### config.mk
export PLATFORM = sky130hd
export DESIGN_NAME = core_regfile
export DESIGN_NICKNAME = d
export VERILOG_FILES = /design/src/rtl/core_regfile_pkg.sv /design/src/rtl/core_scoreboard.sv /design/src/rtl/core_regfile.sv
export SDC_FILE = /design/constraint.sdc
export NUM_CORES = 2
export LEC_CHECK = 0
export ABC_AREA = 0
export BUFFER_PORTS_ARGS = -buffer_cell sky130_fd_sc_hd__clkbuf_2
export CAP_MARGIN = 30
export CORE_ASPECT_RATIO = 1.5
export CORE_MARGIN = 2
export CORE_UTILIZATION = 35
export CTS_CLUSTER_DIAMETER = 150
export DETAILED_ROUTE_END_ITERATION = 8
export REMOVE_ABC_BUFFERS = 1
export SYNTH_ARGS = -nofsm -noshare
export SYNTH_HDL_FRONTEND = slang
export SYNTH_SLANG_ARGS = --single-unit
export TNS_END_PERCENT = 30
### constraint.sdc
create_clock -name clk -period 5.3 [get_ports clk]
set_input_delay 0.265 -clock clk [delete_from_list [all_inputs] [get_ports clk]]
set_output_delay 0.265 -clock clk [all_outputs]
set_load 0.005 [all_outputs]
### src/rtl/core_regfile_pkg.sv
// Shared widths, types and index helpers for the integer register file and its scoreboard.
`ifndef CPU_RFIDX_WIDTH
`define CPU_RFIDX_WIDTH 5
`endif
`ifndef OPERAND_WIDTH
`define OPERAND_WIDTH 64
`endif
`ifndef CPU_RF_NUM
`define CPU_RF_NUM 32
`endif

package core_regfile_pkg;

  typedef logic [`CPU_RFIDX_WIDTH-1:0] rfidx_t;
  typedef logic [`OPERAND_WIDTH-1:0]   operand_t;

  typedef struct packed {
    logic     vld;
    rfidx_t   idx;
    operand_t data;
  } wb_req_t;

  // x0 and anything beyond the implemented depth behave as the hardwired zero register.
  function automatic logic idx_live(input rfidx_t idx, input int unsigned depth);
    return (idx != '0) && (32'(idx) < depth);
  endfunction

endpackage

### src/rtl/core_scoreboard.sv
// Pending-write tracker: one busy bit per register, set at issue, cleared at write-back.
module core_scoreboard
  import core_regfile_pkg::*;
#(
  parameter int unsigned RF_DEPTH = `CPU_RF_NUM
) (
  input  logic   clk,
  input  logic   rst_n,
  input  logic   set_vld_i,
  input  rfidx_t set_idx_i,
  input  logic   clr_vld_i,
  input  rfidx_t clr_idx_i,
  input  logic   flush_i,
  input  rfidx_t rs1_idx_i,
  input  rfidx_t rs2_idx_i,
  output logic   rs1_busy_o,
  output logic   rs2_busy_o
);

  logic [RF_DEPTH-1:0] r_busy;
  logic [RF_DEPTH-1:0] w_busy_nxt;

  // Order matters: clear, then set (newer producer wins), then flush over everything.
  always_comb begin
    w_busy_nxt = r_busy;
    if (clr_vld_i && idx_live(clr_idx_i, RF_DEPTH)) w_busy_nxt[clr_idx_i] = 1'b0;
    if (set_vld_i && idx_live(set_idx_i, RF_DEPTH)) w_busy_nxt[set_idx_i] = 1'b1;
    if (flush_i) w_busy_nxt = '0;
    w_busy_nxt[0] = 1'b0;
  end

  always_ff @(posedge clk or negedge rst_n) begin
    if (!rst_n) r_busy <= '0;
    else        r_busy <= w_busy_nxt;
  end

  assign rs1_busy_o = idx_live(rs1_idx_i, RF_DEPTH) && r_busy[rs1_idx_i];
  assign rs2_busy_o = idx_live(rs2_idx_i, RF_DEPTH) && r_busy[rs2_idx_i];

endmodule

### src/rtl/core_regfile.sv
// Two-read / one-write integer register file with optional write-back forwarding
// and a per-register pending-write scoreboard.
module core_regfile
  import core_regfile_pkg::*;
#(
  parameter int unsigned RF_DEPTH  = `CPU_RF_NUM,
  parameter bit          BYPASS_EN = 1'b1
) (
  input  logic                        clk,
  input  logic                        rst_n,
  input  logic                        rsd_wen_i,
  input  logic [`CPU_RFIDX_WIDTH-1:0] rsd_idx_i,
  input  logic [`OPERAND_WIDTH-1:0]   rsd_data_i,
  input  logic [`CPU_RFIDX_WIDTH-1:0] rs1_idx_i,
  input  logic [`CPU_RFIDX_WIDTH-1:0] rs2_idx_i,
  output logic [`OPERAND_WIDTH-1:0]   rs1_data_o,
  output logic [`OPERAND_WIDTH-1:0]   rs2_data_o,
  input  logic                        issue_vld_i,
  input  logic [`CPU_RFIDX_WIDTH-1:0] issue_rd_i,
  input  logic                        flush_i,
  output logic                        rs1_busy_o,
  output logic                        rs2_busy_o
);

  wb_req_t  w_wb;
  logic     w_wr_ok;
  operand_t r_rf [RF_DEPTH];

  rfidx_t   w_rd_idx  [2];
  operand_t w_rd_data [2];
  logic     w_sb_busy [2];
  logic     w_rd_busy [2];
  logic     w_hit     [2];

  assign w_wb    = '{vld: rsd_wen_i, idx: rsd_idx_i, data: rsd_data_i};
  assign w_wr_ok = w_wb.vld && idx_live(w_wb.idx, RF_DEPTH);

  always_ff @(posedge clk or negedge rst_n) begin
    if (!rst_n) begin
      for (int i = 0; i < int'(RF_DEPTH); i++) r_rf[i] <= '0;
    end else if (w_wr_ok) begin
      r_rf[w_wb.idx] <= w_wb.data;
    end
  end

  core_scoreboard #(
    .RF_DEPTH (RF_DEPTH)
  ) u_sb (
    .clk        (clk),
    .rst_n      (rst_n),
    .set_vld_i  (issue_vld_i),
    .set_idx_i  (issue_rd_i),
    .clr_vld_i  (rsd_wen_i),
    .clr_idx_i  (rsd_idx_i),
    .flush_i    (flush_i),
    .rs1_idx_i  (rs1_idx_i),
    .rs2_idx_i  (rs2_idx_i),
    .rs1_busy_o (w_sb_busy[0]),
    .rs2_busy_o (w_sb_busy[1])
  );

  assign w_rd_idx[0] = rs1_idx_i;
  assign w_rd_idx[1] = rs2_idx_i;

  // Forwarding is gated by rst_n so outputs read zero for the whole reset window.
  always_comb begin
    for (int p = 0; p < 2; p++) begin
      w_hit[p]     = BYPASS_EN && rst_n && w_wr_ok && (w_wb.idx == w_rd_idx[p]);
      w_rd_data[p] = '0;
      if (w_hit[p])                              w_rd_data[p] = w_wb.data;
      else if (idx_live(w_rd_idx[p], RF_DEPTH))  w_rd_data[p] = r_rf[w_rd_idx[p]];
      w_rd_busy[p] = rst_n && w_sb_busy[p] && !w_hit[p];
    end
  end

  assign rs1_data_o = w_rd_data[0];
  assign rs2_data_o = w_rd_data[1];
  assign rs1_busy_o = w_rd_busy[0];
  assign rs2_busy_o = w_rd_busy[1];

endmodule

==> metrics.md <==
| Metric | Value |
|---|---|
| Vias in the first global route | 76700 |
| Tmin final | 3.68 ns |
| Antenna violations before repair | 39 |
| Status | finished clean |
| Pwr/cell area | 368 mW/mm2 |
| Row count | 254 |
| Routed len/inst | 32.4 um |
| First-pass GRT wire length | 553000 um |
| CTS tree | built |
| Starting Density | 35.2% |
| Clk Latency, worst-skew pair | 0.85 ns |
| Slew margin rel. | 28.4% |
| P_leak | 53.7 nW |
| Mapped Avg Cell Area | 14.7 um2 |
| Die Width | 466 um |
| Tcrit/Tclk final | 69.4% |
| Hold crit path type | in -> async |
| Area of the multi-input gates | 0.0560 mm2 |
| Die height | 697 um |
| Area grow syn2layout | 10.3% |
| CTS buffer count | 199 |
| # H-tree levels | 4 |
| Core ar. | 0.319 mm2 |
| Worst path buffer plus inverter count | 4 |
| Max cap viols | 0 |
| Final ANT Viol Nets | 0 |
| Final core occ | 38.8% |
| Most frequent cell after synthesis | mux2_2 |
| Reg2Reg Setup Slack | 3.95 ns |
| Final nets | 7450 |
| Gr usage total | 23.0% |
| Async SR Flop Fraction | 100% |
| Warnings, synthesis | 0 |
| Fill cells | 29500 |
| Max clock buf depth | 4 |
| Slowest CP cell | nand3_4 |
| Post-DP HPWL | 220000 um |
| PnR Total Power | 0.0455 W |
| Final Cell Area | 0.124 mm2 |
| Io pins | 219 |
| Crit path launch | rs2_idx_i[2] |
| Fin Setup TNS | 0 ns |
| Worst R2R End | u_sb.r_busy[29] |
| Cell family with most CP delay | buffers and inverters |
| Final non-filler cell total | 11700 |
| Reg area | 0.0520 mm2 |
| Synth cell count leaders | mux2_2 (2112), dfrtp_1 (2079), mux4_2 (840), clkbuf_1 (480), mux2i_1 (410) |
| Max-slew violation count | 0 |
| Remaining DRCs | 0 |
| Post-synth cell types | 47 |
| Area of the mapped netlist | 0.112 mm2 |
| Area post-placement | 0.117 mm2 |
| Post-CTS Resized | 0 |
| Largest net degree at the start of global routing | 168 |
| Synth area leaders | dfrtp_1 (46%), mux2_2 (21%), mux4_2 (17%) |
| Root Buffer | clkbuf_16 |
| VDD IR max | 0.285 mV |
| Crit-path cells | buf_8, xor2_1, nor3_1, nand3_4, buf_12, buf_4, and3_1, a211o_1, clkbuf_2 |
| EDFF count, synth | 0 |
| PortBufs | 218 |
| Crit Path Class | in -> out |
| Die area | 0.325 mm2 |
| Post-detailed-routing wire length | 381000 um |
| FF+latch count, synth | 2079 |
| Placed cell count | 11400 |
| Data required, critical path | 5.04 ns |
| Tightest Pin Transition | 1.07 ns |
| Pre-antenna DRT Iters | 5 |
| Fmax | 0.272 GHz |
| Reg2reg path depth | 3 |
| CP endpoint kind | output port |
| Iter 0 DRT Violations | 6159 |
| Layout cells sized above 1 | 50.4% |
| Setup violations, final | 0 |
| Mapped Cells | 7653 |
| R2r startpoint | u_sb.r_busy[29] |
| RSZ-0062 raised after global routing | false |
| RD Place Congestion | 0.803 |
| Dominant synthesized flop cell | dfrtp_1 |
| CP max stage delay | 0.50 ns |
| Startpoint types | primary input |
| Worst Path Max Fanout | 36 |
| Clk pin slew, worst setup/hold paths | 0.07 ns |
| Routed vias | 72400 |
| Cell taking the most area after synthesis | dfrtp_1 |
| Clk_skew | 0 ns |
| Sequential share of the synthesized area | 46.4% |
| GRT Residual Overflow | 0 |
| Yosys top cell area share | 46.4% |
| CTS sink cnt | 2079 |
| Hold Fails Final Rpt | 0 |
| Via/cell ratio | 6.16 |
| CP arrival | 3.41 ns |
## where the power goes
group	internal (W)	leakage, nW	switching, W
clock network	0.00852	3.27	0.00646
registers	0.0188	26.7	0.00227
logic	0.00547	23.7	0.00396
total	0.0328	53.7	0.0127
## flip-flops by register name, indices dropped and copies added (netlist names)
signal       flops
r_rf          2048
u_sb.r_busy     31
## worst max path at each step
stage	end	cells past startpoint
2_1_floorplan	rs1_data_o[0]	4
6_report	rs2_data_o[6]	9
4_1_cts	rs2_data_o[6]	9
3_5_place_dp	rs2_data_o[6]	9
3_3_place_gp	rs2_data_o[6]	8
5_1_grt	rs1_busy_o	6
## layout make-up
class	instances	share of cell area, %
multi-input cells	4651	45.3
flip-flops and latches	2079	42.1
clock buffers	289	4.72
well taps	4224	4.27
repair buffers	428	3.03
clock inverters	59	0.639
diodes	13	0.0263
inverters	2	0.00607
## per-layer routing
metal / track usage, % / part of all wire, %
met1: 28.1 / 39
met2: 39.6 / 51
met3: 3.39 / 5.5
met4: 11.0 / 5.3
met5: 0 / 0.043
## cell families after synthesis
kind of cell | after synthesis | synth area share (%)
AOI/OAI and AO/OA | 941 | 6.28
muxes | 3362 | 41.7
xor gates and xnor gates | 10 | 0.0781
and+or+nand+nor | 338 | 1.58
buffers and inverters | 923 | 3.91
DFF | 2079 | 46.4
## cell usage in the layout, fill, tap and decap left out, drive strengths merged, types with 2 or more instances in the layout
cell            n
mux2         2112
dfrtp        2079
mux4          840
clkbuf        497
mux2i         410
buf           206
a22oi         194
a21oi         138
a211o         128
a211oi        119
nor2          117
o22ai          82
o221ai         73
o21ai          72
and3           67
a221oi         64
o211ai         64
nor2b          62
nand2          38
clkinv         34
bufinv         19
dlygate4sd3    14
nor3           14
diode          13
nand2b          9
or2             8
xor2            5
xnor2           5
clkinvlp        5
nand3           5
nand3b          4
nor3b           4
nand4b          3
and2            3
inv             3
nor4            2
a32oi           2
o31ai           2
## repair_timing
action                                 CTS  global route
setup buffers                            0             0
endpoints found under the hold margin  496             0
hold buffers                            15             0
## worst min-delay path, stage by stage
cell	delay, ns
dlygate4sd3_1	0.58
buf_12	0.20
buf_16	0.28
## metrics by stage
step	hold WS, ns	worst slack, ns
final	0.116	1.62
after global routing	0.133	1.52
after CTS	0.0791	1.68
after detailed placement	0.219	1.71
after global placement	0.220	1.32
after floorplan	-0.0306	0.617
(Power assumes the default switching activity.)
